### src/rtl/cavlc_pkg.sv
// CAVLC run_before shared definitions.
// State encoding, widths and the run_before codeword table.
package cavlc_pkg;

    localparam int COEF_W = 15;
    localparam int CODE_W = 11;

    typedef enum logic [1:0] {
        IDLE,
        EMIT,
        FIN
    } state_t;

    // Indexed [zerosLeft saturated at 7][run]; unused pairs are zero.
    localparam int RB_BITS [8][16] = '{
        '{0, 0, 0, 0, 0, 0, 0, 0, 0, 0, 0, 0, 0, 0, 0, 0},
        '{1, 0, 0, 0, 0, 0, 0, 0, 0, 0, 0, 0, 0, 0, 0, 0},
        '{1, 1, 0, 0, 0, 0, 0, 0, 0, 0, 0, 0, 0, 0, 0, 0},
        '{3, 2, 1, 0, 0, 0, 0, 0, 0, 0, 0, 0, 0, 0, 0, 0},
        '{3, 2, 1, 1, 0, 0, 0, 0, 0, 0, 0, 0, 0, 0, 0, 0},
        '{3, 2, 3, 2, 1, 0, 0, 0, 0, 0, 0, 0, 0, 0, 0, 0},
        '{3, 0, 1, 3, 2, 5, 4, 0, 0, 0, 0, 0, 0, 0, 0, 0},
        '{7, 6, 5, 4, 3, 2, 1, 1, 1, 1, 1, 1, 1, 1, 1, 0}
    };

    localparam int RB_LEN [8][16] = '{
        '{0, 0, 0, 0, 0, 0, 0, 0, 0, 0, 0, 0, 0, 0, 0, 0},
        '{1, 1, 0, 0, 0, 0, 0, 0, 0, 0, 0, 0, 0, 0, 0, 0},
        '{1, 2, 2, 0, 0, 0, 0, 0, 0, 0, 0, 0, 0, 0, 0, 0},
        '{2, 2, 2, 2, 0, 0, 0, 0, 0, 0, 0, 0, 0, 0, 0, 0},
        '{2, 2, 2, 3, 3, 0, 0, 0, 0, 0, 0, 0, 0, 0, 0, 0},
        '{2, 2, 3, 3, 3, 3, 0, 0, 0, 0, 0, 0, 0, 0, 0, 0},
        '{2, 3, 3, 3, 3, 3, 3, 0, 0, 0, 0, 0, 0, 0, 0, 0},
        '{3, 3, 3, 3, 3, 3, 3, 4, 5, 6, 7, 8, 9, 10, 11, 0}
    };

endpackage

### src/rtl/cavlc_runbefore_lut.sv
// run_before codeword lookup.
// Pure combinational (zerosLeft, run) -> (code, length).
module cavlc_runbefore_lut
    import cavlc_pkg::*;
(
    input  logic [2:0]        zl,
    input  logic [3:0]        run,
    output logic [CODE_W-1:0] code_bit,
    output logic [3:0]        code_len
);

    // Table read, right-aligned codeword.
    always_comb begin
        code_bit = CODE_W'(RB_BITS[zl][run]);
        code_len = 4'(RB_LEN[zl][run]);
    end

endmodule

### src/rtl/cavlc_runbefore.sv
// CAVLC run_before encoder stage.
// Emits one run_before codeword per cycle over valid/ready.
module cavlc_runbefore
    import cavlc_pkg::*;
(
    input  logic              clk,
    input  logic              rst,
    input  logic              start,
    input  logic [4:0]        totalcoeff,
    input  logic [3:0]        totalzero,
    input  logic [3:0]        rightmost_idx,
    input  logic [COEF_W-1:0] din_00,
    input  logic [COEF_W-1:0] din_01,
    input  logic [COEF_W-1:0] din_02,
    input  logic [COEF_W-1:0] din_03,
    input  logic [COEF_W-1:0] din_04,
    input  logic [COEF_W-1:0] din_05,
    input  logic [COEF_W-1:0] din_06,
    input  logic [COEF_W-1:0] din_07,
    input  logic [COEF_W-1:0] din_08,
    input  logic [COEF_W-1:0] din_09,
    input  logic [COEF_W-1:0] din_10,
    input  logic [COEF_W-1:0] din_11,
    input  logic [COEF_W-1:0] din_12,
    input  logic [COEF_W-1:0] din_13,
    input  logic [COEF_W-1:0] din_14,
    input  logic [COEF_W-1:0] din_15,
    output logic              busy,
    output logic              out_valid,
    input  logic              out_ready,
    output logic [CODE_W-1:0] code_bit,
    output logic [3:0]        code_len,
    output logic              done
);

    state_t      state;
    logic [15:0] mask;
    logic [3:0]  pos;
    logic [3:0]  zl;
    logic [4:0]  rem;

    logic [15:0] din_mask;
    logic        idle;
    logic [15:0] cur_mask;
    logic [3:0]  cur_pos;
    logic [3:0]  cur_zl;
    logic [4:0]  cur_rem;
    logic [15:0] shifted;
    logic [3:0]  run;
    logic        found;
    logic [2:0]  zl_sat;
    logic [3:0]  nxt_zl;
    logic [3:0]  nxt_pos;
    logic [4:0]  nxt_rem;
    logic        emit;
    logic [CODE_W-1:0] lut_bit;
    logic [3:0]  lut_len;

    assign din_mask[0]  = din_00 != '0;
    assign din_mask[1]  = din_01 != '0;
    assign din_mask[2]  = din_02 != '0;
    assign din_mask[3]  = din_03 != '0;
    assign din_mask[4]  = din_04 != '0;
    assign din_mask[5]  = din_05 != '0;
    assign din_mask[6]  = din_06 != '0;
    assign din_mask[7]  = din_07 != '0;
    assign din_mask[8]  = din_08 != '0;
    assign din_mask[9]  = din_09 != '0;
    assign din_mask[10] = din_10 != '0;
    assign din_mask[11] = din_11 != '0;
    assign din_mask[12] = din_12 != '0;
    assign din_mask[13] = din_13 != '0;
    assign din_mask[14] = din_14 != '0;
    assign din_mask[15] = din_15 != '0;

    // In IDLE the first codeword is taken straight from the block inputs,
    // so it appears the cycle after start.
    assign idle     = state == IDLE;
    assign cur_mask = idle ? din_mask : mask;
    assign cur_pos  = idle ? rightmost_idx : pos;
    assign cur_zl   = idle ? totalzero : zl;
    assign cur_rem  = idle ? totalcoeff - 5'd1 : rem;

    // Count zero mask bits below pos (bit pos lands at bit 15).
    always_comb begin
        shifted = cur_mask << (4'd15 - cur_pos);
        run     = '0;
        found   = 1'b0;
        for (int i = 14; i >= 0; i--) begin
            if (!found) begin
                if (shifted[i]) found = 1'b1;
                else            run   = run + 4'd1;
            end
        end
    end

    assign zl_sat  = (cur_zl > 4'd7) ? 3'd7 : cur_zl[2:0];
    assign nxt_zl  = cur_zl - run;
    assign nxt_pos = cur_pos - run - 4'd1;
    assign nxt_rem = cur_rem - 5'd1;

    assign emit = (idle && start && totalcoeff > 5'd1 && totalzero != 4'd0)
               || (state == EMIT && (!out_valid || out_ready));

    cavlc_runbefore_lut u_lut (
        .zl       (zl_sat),
        .run      (run),
        .code_bit (lut_bit),
        .code_len (lut_len)
    );

    // Block sequencing, codeword register and handshake.
    always_ff @(posedge clk or negedge rst) begin
        if (!rst) begin
            state     <= IDLE;
            mask      <= '0;
            pos       <= '0;
            zl        <= '0;
            rem       <= '0;
            busy      <= 1'b0;
            out_valid <= 1'b0;
            code_bit  <= '0;
            code_len  <= '0;
            done      <= 1'b0;
        end else begin
            unique case (state)
                IDLE: begin
                    if (start) begin
                        mask  <= din_mask;
                        pos   <= rightmost_idx;
                        zl    <= totalzero;
                        rem   <= totalcoeff - 5'd1;
                        state <= FIN;
                    end
                end
                EMIT: ;
                FIN: begin
                    if (done) begin
                        done  <= 1'b0;
                        state <= IDLE;
                    end else if (!out_valid || out_ready) begin
                        out_valid <= 1'b0;
                        busy      <= 1'b0;
                        done      <= 1'b1;
                    end
                end
                default: state <= IDLE;
            endcase
            if (emit) begin
                code_bit  <= lut_bit;
                code_len  <= lut_len;
                out_valid <= 1'b1;
                busy      <= 1'b1;
                zl        <= nxt_zl;
                pos       <= nxt_pos;
                rem       <= nxt_rem;
                if (nxt_zl == 4'd0 || nxt_rem == 5'd0) state <= FIN;
                else                                   state <= EMIT;
            end
        end
    end

endmodule

### config.mk
export PLATFORM = sky130hd
export DESIGN_NAME = cavlc_runbefore
export DESIGN_NICKNAME = d
export VERILOG_FILES = /design/src/rtl/cavlc_pkg.sv /design/src/rtl/cavlc_runbefore_lut.sv /design/src/rtl/cavlc_runbefore.sv
export SDC_FILE = /design/constraint.sdc
export NUM_CORES = 1
export LEC_CHECK = 0
export CAP_MARGIN = 20
export CORE_ASPECT_RATIO = 1.1
export CORE_MARGIN = 1.5
export CORE_UTILIZATION = 38
export CTS_CLUSTER_DIAMETER = 120
export DETAILED_ROUTE_END_ITERATION = 16
export PLACE_DENSITY = 0.81
export RECOVER_POWER = 25
export SLEW_MARGIN = 20
export SYNTH_ARGS = -nofsm -noshare
export SYNTH_HDL_FRONTEND = slang
export SYNTH_SLANG_ARGS = --single-unit
### constraint.sdc
create_clock -name clk -period 10.33 [get_ports clk]
set_clock_uncertainty 0.15 [all_clocks]
set_input_delay 2.066 -clock clk [delete_from_list [all_inputs] [get_ports clk]]
set_output_delay 2.066 -clock clk [all_outputs]
set_load 0.05 [all_outputs]
==> run summary <==
failing checks: capacitance limit, slew limit, setup timing
first-pass iteration count of the detailed router: 5
outcome: complete, but fails checks
Die Area: 15,100 µm²
endpoints failing setup: 15
largest net degree at the start of global routing: 40
hold depth: 2
Row Count: 45
share of the yosys chip area belonging to registers: 17.9%
drt total wl: 25,500 µm
final hold viol count: 0
total CTS buffers: 5
asr flop ratio synth: 100%
min cycle time layout: 12.42 ns
CTS tree: yes
I/O Pins: 275
Post-synth EDFFs: 0
number of port buffers: 251
Core ar.: 13,900 µm²
top cells by area, synth: dfrtp_1 (18%), nand2_1 (7.1%), ha_1 (6.0%)
diode count: 0
Post-Synthesis Cells: 708
Total Routing Usage GR: 31.9%
syn_area_per_cell: 7.70 µm²
worst-skew pair later-pin latency: 0.30 ns
RD Place Congestion: 1.01
Synth area leader: dfrtp_1
DR vias: 7,742
Highest Clock Rate: 0.0805 GHz
vias in the first global route: 7,626
initial core utilization: 39.2%
setup ws final: -2.09 ns
Inst Count DP: 1,271
hpwl dp: 18,000 µm
most common library cells after synthesis: nand2_1 (103), nor4_1 (47), o21ai_0 (44), nor2_1 (40), dfrtp_1 (39)
Post-Place Setup Slack: -2.76 ns
setup_tns: -27.11 ns
Worst Setup Start Kind: input port
drt via density: 5.83
crit-path max FO: 3
die height: 129 µm
share of the synthesized area in the top cell type: 17.9%
share of cells above drive strength 1: 36.9%
worst path required time: 10.37 ns
yosys warns: 0
kind of critical path: in2reg
cts hold-fix bufs: 0
Worst R2R Path Depth: 62
RSZ-0062 raised after global routing: true
DRC violations left: 0
CP peak stage delay: 0.34 ns
relative slew slack: -48.0%
initial antenna violation count: 0
total number of clock tree sinks: 39
Slew @ Worst Pin: 2.22 ns
clock slew at reported path FFs: 0.07 ns
WL/cell: 19.2 µm
synthesized cell area: 5450 µm²
Critical Path Slowest Stage Cell: ha_1
most instantiated library cell after synthesis: nand2_1
min-delay worst type: reg2reg
first-pass GRT wire length: 37,600 µm
Post-synth top flop: dfrtp_1
CTS root buf: clkbuf_16
Fillers: 961
max cap viols: 1
CP endpoint kind: flop
H-Tree Depth: 2
global route overflow: 0
Die Span X: 117 µm
final slew viol count: 40
Initial DRC Count: 759
worst hold slack: 0.319 ns
CP most frequent cell: ha_4
Layout area overhead: 88.7%
ANT nets after route: 0
Clock Path Buffers: 2
Tcrit/Tclk final: 120%
final net count: 1,423
Post-Layout Cell Count: 1,327
worst path arrival time: 12.46 ns
post-synthesis register bit count: 39
synth unique cells: 85
## metal layers
layer  up-vias  track usage [%]  routed length (µm)
met5         -                0                   0
met1      3629             37.2                9560
li1       3529                -                   -
met2       471             58.0               13000
met3       113             4.52                1800
met4         0             12.6                1140
## cells in the final DEF, fill, tap and decap left out, drive strengths merged, types with 8 or more instances in the layout
master	n
dlymetal6s2s	10
o211ai	29
nand3	23
nand4	12
clkbuf	26
o21ai	50
a211oi	12
ha	26
conb	8
a31oi	14
clkdlybuf4s50	51
dfrtp	39
dlygate4sd2	96
clkdlybuf4s15	51
buf	230
nor2	41
o2111ai	9
a21o	10
xor2	10
xnor2	13
nand2	104
nand2b	16
nor3	19
and2	9
inv	24
mux2i	24
mux2	10
a21oi	28
nor4	48
## path summary, 6_finish.rpt
| kind | start | to | slack, ns |
|---|---|---|---|
| hold reg to reg | mask[8]$_DFFE_PN0P_ | mask[8]$_DFFE_PN0P_ | 0.32 |
| hold / removal | mask[8]$_DFFE_PN0P_ | mask[8]$_DFFE_PN0P_ | 0.32 |
| setup reg to reg | state[0]$_DFFE_PN0P_ | state[0]$_DFFE_PN0P_ | -0.82 |
| max in group asynchronous | rst | mask[11]$_DFFE_PN0P_ | 6.49 |
| setup / recovery | din_05[7] | state[0]$_DFFE_PN0P_ | -2.09 |
| min in group asynchronous | rst | code_len[2]$_DFFE_PN0N_ | 2.26 |
## through the flow
stage	utilization [%]	instance area (µm²)
floorplan	-	5630
global placement	67.0	9320
detailed placement	67.0	9320
CTS	71.1	9890
global route	74.0	10300
finish	74.0	10300
## repair_timing
action	4_1_cts	5_1_grt
pin swaps	131	80
setup endpoints to repair	15	15
gates resized for setup	399	114
gates cloned	0	1
buffers inserted	37	18
## kinds of logic (layout without fill, tap and decap cells)
| logic type | Yosys count | in the layout | share of synthesized area, % |
|---|---|---|---|
| buffers and inverters | 68 | 492 | 6.95 |
| muxes | 37 | 37 | 8.01 |
| other | 1 | 8 | 0.0688 |
| adders and majority gates | 28 | 28 | 6.70 |
| and+or+nand+nor | 301 | 301 | 28.2 |
| xor gates and xnor gates | 25 | 25 | 4.54 |
| DFF | 39 | 39 | 17.9 |
| AOI/OAI and AO/OA | 209 | 209 | 27.7 |
## sequential cells by signal, summed over array words and instances, names as in the netlist
register   count
code_bit       3
code_len       4
done           1
mask          15
out_valid      1
pos            4
rem            5
state          2
zl             4
## critical path: cells and delay by family
kind,cells,cell delay (ns)
simple gates,12,1.16
fa+ha+maj,13,3.36
compound gates,23,3.33
xor+xnor,2,0.34
buf+inv,6,0.82
mux,7,1.38
## layout make-up
cell class	count	area, µm²	share of cell area (%)
Clock buffer	5	125	1.22
Tap cell	188	235	2.29
Sequential cell	39	976	9.49
Clock inverter	3	23.8	0.231
Timing Repair Buffer	459	3910	38.0
Inverter	25	114	1.11
Multi-Input combinational cell	608	4900	47.7
Power is left out: the tool's default activity adds up to more than one toggle a clock period on the data nets, which glitch-free logic cannot reach.
